`src/rtl/conv_1x1.sv`:
```
// Pointwise 1x1 convolution: scales every pixel of a rows x cols map by one
// signed fixed-point weight, requantises with saturation, and registers the map.
module conv_1x1 #(
  parameter int width     = 8,
  parameter int rows      = 3,
  parameter int cols      = 3,
  parameter int frac_bits = 4
) (
  input  logic                    CLK,
  input  logic                    RST,
  input  logic signed [width-1:0] kernel,
  input  logic signed [width-1:0] pixel_in  [0:rows-1][0:cols-1],
  output logic signed [width-1:0] pixel_out [0:rows-1][0:cols-1]
);

  localparam int pw = 2 * width;

  // Saturation bounds sign-extended to the full product width.
  localparam logic signed [pw-1:0] sat_hi = {{(width+1){1'b0}}, {(width-1){1'b1}}};
  localparam logic signed [pw-1:0] sat_lo = {{(width+1){1'b1}}, {(width-1){1'b0}}};

  for (genvar i = 0; i < rows; i++) begin : g_row
    for (genvar j = 0; j < cols; j++) begin : g_col
      logic signed [pw-1:0]    prod;
      logic signed [pw-1:0]    shifted;
      logic signed [width-1:0] sat;

      // Arithmetic shift floors toward -inf; no rounding is applied.
      always_comb begin
        prod    = pw'(pixel_in[i][j]) * pw'(kernel);
        shifted = prod >>> frac_bits;
        if (shifted > sat_hi)
          sat = sat_hi[width-1:0];
        else if (shifted < sat_lo)
          sat = sat_lo[width-1:0];
        else
          sat = shifted[width-1:0];
      end

      always_ff @(posedge CLK or negedge RST) begin
        if (!RST)
          pixel_out[i][j] <= '0;
        else
          pixel_out[i][j] <= sat;
      end
    end
  end

endmodule

```
`config.mk`:
```
export PLATFORM = sky130hd
export DESIGN_NAME = conv_1x1
export DESIGN_NICKNAME = d
export VERILOG_FILES = /design/src/rtl/conv_1x1.sv
export SDC_FILE = /design/constraint.sdc
export NUM_CORES = 1
export LEC_CHECK = 0
export CORE_MARGIN = 2
export CORE_UTILIZATION = 50
export DETAILED_ROUTE_END_ITERATION = 8
export DONT_BUFFER_PORTS = 1
export PLACE_DENSITY = 0.62
export SLEW_MARGIN = 5
export SYNTH_ARGS = -nofsm -noshare
export SYNTH_HDL_FRONTEND = slang
export SYNTH_SLANG_ARGS = --single-unit
```
`constraint.sdc`:
```
create_clock -name CLK -period 0.8 [get_ports CLK]
set_input_delay 0.2 -clock CLK [delete_from_list [all_inputs] [get_ports CLK]]
set_output_delay 0.2 -clock CLK [all_outputs]
set_load 0.02 [all_outputs]
```
==> key figures <==
Outcome
  • Status: finished, violations left
  • Failing checks: negative hold slack, negative setup slack

Floorplan
  • Initial Util: 0.503
  • Die width: 231 microns
  • Chip Height: 231 microns
  • Standard-cell rows: 83
  • Die ar.: 53200 sq um
  • Boundary pin count: 154
  • Total core area: 51100 sq um

Setup path
  • Crit path max fanout: 72
  • Crit path depth: 18
  • Worst Path Buf+Inv: 5
  • Critical Path Start Type: input port
  • Worst path required time: 1.08 ns
  • Crit-path cells: and2_4 -> fa_1 -> inv_1 -> fa_1 -> inv_1 -> fa_1 -> inv_1 -> fa_2 -> inv_2 -> ha_4 -> o21ai_4 -> o21bai_4 -> a21oi_4 -> a2111oi_4 -> a32oi_2 -> o41ai_4 -> buf_4 -> a21oi_2
  • CP Class: in2reg
  • Critical Path Max Stage Delay: 0.54 ns
  • Largest delay share family, worst path: adder cells
  • Crit path arrival time: 4.34 ns
  • Slowest CP cell: fa_1
  • Worst setup EP type: register

Pwr
  • Combinational cell fraction of total power: 0.900
  • Leak: 0.0153 uW
  • Net Sw Frac: 0.483
  • Cell-internal power: 75100 uW
  • Psw: 70100 uW
  • VDD IR-drop max: 3070 uV
  • Part of the power in the clock network: 0.030
  • PwrDens: 4700 nW/um^2
  • Seq pwr share: 0.070

STA
  • Final count of hold timing violations: 72
  • Max Fclk: 246 MHz
  • Setup TNS: -241.59 ns
  • RSZ-0062 raised after global routing: yes
  • Period utilisation layout: 5.08
  • Final Worst Setup Slack: -3.26 ns
  • Max transition margin: 0.626
  • Slew of the pin with the lowest slew margin: 0.561 ns
  • Min Tclk post-route: 4.06 ns
  • Pins Over Slew Limit: 0
  • Setup violators final: 144
  • Hold slack: -0.507 ns

Synthesis
  • Seq/Total Area, Yosys: 0.0701
  • Syn avg cell area: 9.02 sq um
  • Syn_nets: 3669
  • Largest area contributor in the netlist: fa_1
  • Top post-synthesis cells by area: fa_1 38%, ha_1 12%, inv_1 11%, and2_1 9.2%, dfrtp_1 7.0%
  • Count of mapped cells out of synthesis: 2849
  • Top cell type's share of synthesized area: 0.379
  • Leading cell types by count after synthesis: 722 x inv_1, 486 x fa_1, 379 x and2_1
  • Most numerous cell in the Yosys netlist: inv_1
  • Syn Std Cell Area: 25700 sq um
  • EDFF count, synth: 0
  • Async S/R FF share, synth: 1.00
  • Post-synth cell types: 79
  • Yosys reg bits: 72
  • YS warnings: 0
  • Most used flip-flop cell after synthesis: dfrtp_1

Clocking
  • TritonCTS clock tree: done
  • Clock Pin Slew Worst Setup and Hold Paths: 0.07 ns
  • Root Buffer: clkbuf_16
  • CTS Sinks: 72
  • Clk buf depth: 2
  • Number of buffers created by CTS: 9
  • H-tree levels: 3

Finish
  • Share of cells above drive strength 1: 0.246
  • Fin nets: 3939
  • Max reg flops: 72
  • Regs by FF count: pixel_out (72)
  • Area Overhead vs Synth: 20.2%
  • Post-route cell area: 30900 sq um
  • Largest register by flop count: pixel_out

Routing
  • Starting DRT DRC Count: 636
  • Antenna Nets Post-Route: 0
  • Routed WL per cell: 15.4 microns
  • DR vias: 19400
  • Via/cell ratio: 5.09
  • WL final: 58.5 mm
  • DRC: 0
  • TritonRoute pass-1 iters: 5

Place
  • Placer congestion estimate: 0.832
  • # port buffers: 0
  • Placed inst area: 29500 sq um
  • Post-DP HPWL: 46.4 mm

GRT
  • Vias in the first global route: 21500
  • First-pass GRT wire length: 101 mm
  • GRT Overall Usage: 0.233
  • Grt total ovfl: 0
  • Initial antenna violation count: 1
  • Largest net degree at the start of global routing: 82

Job
  • Max_cap viols: 0

Min path
  • Worst hold path type: in2async
-- final timing paths --
kind                         startpoint       endpoint  slack [ns]
max                           kernel[4]  pixel_out[42]       -3.26
min                                 RST  pixel_out[44]       -0.51
max in group asynchronous           RST  pixel_out[12]        1.15
min in group CLK           pixel_in[64]  pixel_out[64]        0.44
-- layout make-up --
class,instances,area (sq um)
tap,680,851
sequential,72,1880
antenna,1,2.50
timing repair buffer,332,2540
multi-input combinational,1981,22600
inverter,723,2720
clock buffer,10,229
clock inverter,6,70.1
fill,4458,20200
-- power groups by stage --
stage / clock [uW] / combinational, uW / sequential (uW)
finish: 4370 / 131000 / 10200
global route: 4650 / 145000 / 10300
CTS: 4550 / 124000 / 10200
detailed placement: 0 / 115000 / 9940
global placement: 0 / 112000 / 9970
floorplan: 0 / 80300 / 9570
-- metrics by stage --
stage	setup slack [ns]	power [uW]	util	std cells	hold slack, ns
2_1_floorplan	-3.71	89800	-	2849	-0.0956
3_3_place_gp	-3.64	122000	0.577	3771	-0.0935
3_5_place_dp	-3.77	125000	0.577	3771	-0.0937
4_1_cts	-3.18	139000	0.596	3802	-0.538
5_1_grt	-3.39	160000	0.604	3805	-0.530
6_report	-3.26	145000	0.604	3805	-0.507
-- timing repair --
| item | 4_1_cts | 5_1_grt |
|---|---|---|
| hold endpoints to repair | 72 | 72 |
| gates resized for setup | 159 | 111 |
| endpoints found under the setup margin | 144 | 144 |
| setup buffers | 17 | 5 |
| pin swaps | 75 | 71 |
-- cell families (layout without fill, tap and decap cells) --
| family | Yosys count | after routing | synth area share |
|---|---|---|---|
| AO/OA/AOI/OAI | 353 | 353 | 0.0923 |
| XOR/XNOR | 147 | 147 | 0.0517 |
| adder cells (fa/ha/maj) | 738 | 738 | 0.502 |
| buffers and inverters | 796 | 1071 | 0.116 |
| flip-flops | 72 | 72 | 0.0701 |
| multiplexers | 14 | 14 | 0.00594 |
| other | 0 | 1 | 0 |
| AND/OR/NAND/NOR | 729 | 729 | 0.162 |
-- metal layers --
layer / share of wire / vias up / track usage
met1: 0.43 / 9906 / 0.294
li1: - / 9182 / -
met2: 0.52 / 236 / 0.423
met3: 0.033 / 48 / 0.0290
met5: 0 / - / 0
met4: 0.016 / 0 / 0.0587
-- cells in the final DEF (no fill, tap or decap), types with 37 or more instances in the layout --
cell type and n:
a21oi_1 55, and2_1 342, and2_4 37, buf_4 322, dfrtp_2 63, fa_1 465, ha_1 208, inv_1 668
inv_2 53, nand2_1 115, nor2_1 45, nor2b_1 64, xnor2_1 94, xor2_1 40
Note: power is estimated with default switching activity, not from simulation.
==> patch 1: new RTL, same flow settings <==
Add an input register stage for `kernel`, without a reset; this delays it by one clock. The other inputs are not delayed to match.
--- a/src/rtl/conv_1x1.sv
+++ b/src/rtl/conv_1x1.sv
@@ -19,6 +19,12 @@
   localparam logic signed [pw-1:0] sat_hi = {{(width+1){1'b0}}, {(width-1){1'b1}}};
   localparam logic signed [pw-1:0] sat_lo = {{(width+1){1'b1}}, {(width-1){1'b0}}};
 
+  logic signed [width-1:0] kernel_q;
+
+  always_ff @(posedge CLK) begin
+    kernel_q <= kernel;
+  end
+
   for (genvar i = 0; i < rows; i++) begin : g_row
     for (genvar j = 0; j < cols; j++) begin : g_col
       logic signed [pw-1:0]    prod;
@@ -27,7 +33,7 @@
 
       // Arithmetic shift floors toward -inf; no rounding is applied.
       always_comb begin
-        prod    = pw'(pixel_in[i][j]) * pw'(kernel);
+        prod    = pw'(pixel_in[i][j]) * pw'(kernel_q);
         shifted = prod >>> frac_bits;
         if (shifted > sat_hi)
           sat = sat_hi[width-1:0];
Check against the original RTL: not equivalent (Yosys sat finds a counterexample within 4 cycles, from zero or initial values and one cycle with RST low).
==> patch 1 against the unedited design <==
The run still ends with hold timing, setup timing left; sequential share of layout area up 0.28 points; sequential cell count rose by 8; setup slack got worse by 0.91 ns; area after synthesis increased by 0.20%; total power rose by 4.7%; global-route usage is 0.52 points higher; wire length increased by 9.7%; first-iteration DRC count is 5.5% higher; design area grew 5.6%; combinational power rose by 5%; largest cell class unchanged; largest power group unchanged.
==> patch 1: results (changes against the unedited design) <==
[route]
first_iter_violations = 671  ; +5.5%
routedWlPerCell_um = 16.3  ; +6.0%
vias_per_cell = 5.08  ; -0.20%

[run_status]
violations = hold timing, setup timing
status = complete, but fails checks

[clock_network]
root_buffer = clkbuf_16
holdBufCountCts = 8
clk_transition_reported_paths_ns = 0.07  ; about the same

[grt]
grt_pass1_wl_um = 103000  ; +1.9%
grt.total_usage = 0.239  ; +0.00522
antenna_found_initial = 2  ; +1
grt_max_degree = 73  ; -11%
first_global_vias = 21524  ; +0.065%

[placement]
placed_area_um2 = 29900  ; +1.2%
place_ws_ns = -4.30  ; -0.528 ns
hpwl_um = 50300  ; +8.6%
io_buffers = 0  ; unchanged
place.gp.congestion = 0.863  ; +3.7%

[pwr]
irDropWorstVdd_mv = 4.61  ; +50%
leakagePower_nw = 16.2  ; +5.9%

[yosys]
synth.distinct_cells = 75  ; -5.1%
synth_warnings = 0  ; unchanged
seq_area_frac_synth = 0.0762  ; +0.00608
synthesis.nets = 3676  ; +0.19%
synth_common_cells = inv_1 (721), fa_1 (486), and2_1 (376)
synthTopCellsByArea = fa_1 (38%), ha_1 (12%), inv_1 (11%)
async_flop_share = 0.900  ; -0.100

[sta]
finalWorstSetupSlack_ns = -4.17  ; -0.908 ns
relSlewSlack = 0.663  ; +0.0366
finalSetupViolations = 144  ; unchanged
final_hold_viol_count = 72  ; unchanged
hold_slack_ns = -0.505  ; +0.00152 ns

[min_path]
worst_hold_path_type = primary input to asynchronous set/reset pin

[setup_path]
crit_start = kernel_q[4]
cp_slowest_cell = or4b_4
max_stage_delay_ns = 0.57  ; +0.03 ns
arrival_ns = 5.27  ; +0.93 ns
cp_max_fo = 7  ; -90%
reg2reg_from = kernel_q[4]

[finish]
final_layout_size_suffix_gt1_frac = 0.277  ; +0.0312
top_regs = pixel_out x72, kernel_q x8
finalNetCount = 4071  ; +3.4%

patch 1: what timing repair did:
item	in CTS	in global routing
buffers inserted	11	76
gates resized for setup	78	335
pin swaps	16	115
endpoints found under the hold margin	80	72
cloned	0	9
setup endpoints to repair	144	144
patch 1: logic make-up (layout without fill, tap and decap cells):
| kind of cell | Yosys count | after routing | synth area share |
|---|---|---|---|
| xor gates and xnor gates | 142 | 142 | 0.0486 |
| and+or+nand+nor | 758 | 758 | 0.166 |
| AOI/OAI and AO/OA | 325 | 325 | 0.0859 |
| buffers and inverters | 796 | 1196 | 0.116 |
| muxes | 17 | 17 | 0.00715 |
| other | 0 | 1 | 0 |
| DFF | 80 | 80 | 0.0762 |
| adders and majority gates | 738 | 738 | 0.501 |
patch 1: layout make-up:
class | instances | area (um2)
antenna | 1 | 2.50
clock buffer | 12 | 236
clock inverter | 4 | 70.1
fill | 4232 | 18500
inverter | 721 | 2720
multi-input combinational | 1980 | 22600
sequential | 80 | 2080
tap | 680 | 851
timing repair buffer | 459 | 4100
patch 1: power by group:
part / switching, mW / total [mW] / internal (mW)
Clock: 2.07 / 4.80 / 2.73
Sequential: 3.26 / 10.7 / 7.45
Combinational: 68.1 / 137 / 68.5
patch 1: stage by stage:
step           setup TNS, ns  std cells  total power, mW  hold WS (ns)
6_report             -307.04       3937              152        -0.505
3_3_place_gp         -291.56       3819              118       -0.0939
5_1_grt              -319.86       3937              166        -0.526
4_1_cts              -309.59       3854              132        -0.526
3_5_place_dp         -297.87       3819              121       -0.0938
2_1_floorplan        -273.41       2856             87.6       -0.0956
patch 1: metal layers:
metal,GRT usage,up-vias,part of all wire
met4,0.0613,2,0.022
li1,-,9467,-
met1,0.299,10119,0.42
met2,0.424,331,0.51
met5,0,-,0.00020
met3,0.0429,85,0.045
==> patch 2: new RTL, same flow settings <==
Made on the original files. Set the parameter `cols` to 2 (it was 3).
--- a/src/rtl/conv_1x1.sv
+++ b/src/rtl/conv_1x1.sv
@@ -3,7 +3,7 @@
 module conv_1x1 #(
   parameter int width     = 8,
   parameter int rows      = 3,
-  parameter int cols      = 3,
+  parameter int cols      = 2,
   parameter int frac_bits = 4
 ) (
   input  logic                    CLK,
Ports: changed (resized pixel_in and pixel_out); port bits go from 154 to 106. The function was not compared with the original's and may differ.
==> patch 2 against the unedited design <==
The flow still finishes with violations (hold timing, setup timing); non-clock buffer count fell by 97; synthesized cell count down 34%; setup slack gained 0.026 ns; wire length decreased by 34%; design area shrank 32%; area after synthesis down 34%; count of clock-buffer cells in the layout fell by 5; sequential cell count down 24; highest routed layer unchanged.
Power is not shown: default switching activity piles up to over one toggle a cycle in this logic, so the estimate is an artifact.
==> patch 2: results (changes against the unedited design) <==
[run_status]
status = complete, but fails checks
violations = hold timing, setup timing

[grt]
grt.total_usage = 0.229  ; -0.00393
first_global_vias = 13826  ; -36%
antenna_found_initial = 0  ; -1
grt_pass1_wl_um = 66200  ; -35%
grt_max_degree = 55  ; -33%

[yosys]
async_flop_share = 1.00  ; unchanged
synth_common_cells = inv_1 (475), fa_1 (324), and2_1 (250)
synthTopCellsByArea = fa_1 (38%), ha_1 (12%), inv_1 (11%)
yosys.area_share.adder = 0.506  ; +0.00488
seq_area_frac_synth = 0.0708  ; +0.000683
synth_flop_cell = dfrtp_1
synth.distinct_cells = 72  ; -8.9%
synthesis.nets = 2426  ; -34%
synth_mux_area_frac = 0.00760  ; +0.00166
synth_warnings = 0  ; unchanged
synth-compound-area-share = 0.0856  ; -0.00672
synthXorXnorAreaFrac = 0.0522  ; +0.000430

[sta]
final_hold_viol_count = 48  ; -33%
finalWorstSetupSlack_ns = -3.23  ; +0.0263 ns
hold_slack_ns = -0.434  ; +0.0725 ns
totalNegativeSetupSlack_ns = -157.78  ; +83.81 ns
finalSetupViolations = 96  ; -33%
relSlewSlack = 0.617  ; -0.00960

[clock_network]
root_buffer = clkbuf_16
clk_transition_reported_paths_ns = 0.08
clk_path_buf_depth = 2  ; unchanged
cts_max_level = 2  ; -1
numCtsBuffers = 5  ; -4

[finish]
finalNetCount = 2621  ; -33%
top_regs = pixel_out x48
n_fill_cell = 2819  ; -37%
final_layout_size_suffix_gt1_frac = 0.268  ; +0.0217
diodes = 0  ; -1

[route]
first_pass_iters = 4  ; -1
vias = 12672  ; -35%
first_iter_violations = 454  ; -29%
routedWlPerCell_um = 15.3  ; -0.55%

[min_path]
worst_hold_path_type = primary input to asynchronous set/reset pin

[setup_path]
path_delay_family = adder cells
cp_max_fo = 8  ; -89%
arrival_ns = 4.23  ; -0.11 ns
cp_slowest_cell = fa_1
max_stage_delay_ns = 0.56  ; +0.02 ns

[flow_run]
maxCapViolations = 0  ; unchanged

[placement]
hpwl_um = 29700  ; -36%
place.gp.congestion = 0.824  ; -0.94%
io_buffers = 0  ; unchanged

-- patch 2: cell types whose count changed in the layout (fill, tap and decap cells not counted), sizes merged, moves of 36 or more --
| cell | unedited run | this run |
|---|---|---|
| and2 | 380 | 250 |
| inv | 722 | 477 |
| a21oi | 79 | 43 |
| ha | 252 | 168 |
| fa | 486 | 324 |
| buf | 332 | 235 |
-- patch 2: layer usage --
layer / global-route usage / wire length [um]
met5: 0 / 0
met4: 0.0409 / 381
met3: 0.0434 / 1750
met2: 0.401 / 19100
met1: 0.299 / 17300
-- patch 2: metrics by stage --
step / instance area (um2) / std cells / utilization / worst slack [ns] / hold slack [ns]
finish: 20900 / 2520 / 0.624 / -3.23 / -0.434
global route: 20900 / 2520 / 0.624 / -3.38 / -0.450
CTS: 20400 / 2512 / 0.608 / -3.24 / -0.451
detailed placement: 19300 / 2485 / 0.578 / -3.79 / -0.0938
global placement: 19300 / 2485 / 0.578 / -3.68 / -0.0943
floorplan: 17600 / 1876 / - / -3.69 / -0.0956
-- patch 2: logic make-up after synthesis --
logic type                 count (synthesis)
AOI/OAI and AO/OA                        214
DFF                                       48
buffers and inverters                    523
adders and majority gates                492
muxes                                     12
and+or+nand+nor                          486
xor gates and xnor gates                 101
-- patch 2: worst max-delay path by stage --
stage,cells after the start,to,from,slack (ns)
after floorplan,18,pixel_out[1],kernel[2],-3.69
after global placement,17,pixel_out[42],pixel_in[43],-3.68
after detailed placement,16,pixel_out[42],pixel_in[40],-3.79
after CTS,17,pixel_out[24],pixel_in[27],-3.24
after global routing,17,pixel_out[25],pixel_in[27],-3.38
final,17,pixel_out[27],pixel_in[27],-3.23
-- patch 2: repair_timing --
item / in CTS / in global routing
hold endpoints to repair: 48 / 48
resized for setup: 177 / 124
gates cloned: 1 / 0
setup buffers: 20 / 11
pin swaps: 105 / 95
endpoints found under the setup margin: 96 / 96
-- patch 2: cell type report --
cell class                 instances  area share
clock buffer                       5     0.00600
clock inverter                     3     0.00330
inverter                         476      0.0862
multi-input combinational       1305       0.730
sequential                        48      0.0597
tap                              448      0.0269
timing repair buffer             235      0.0877
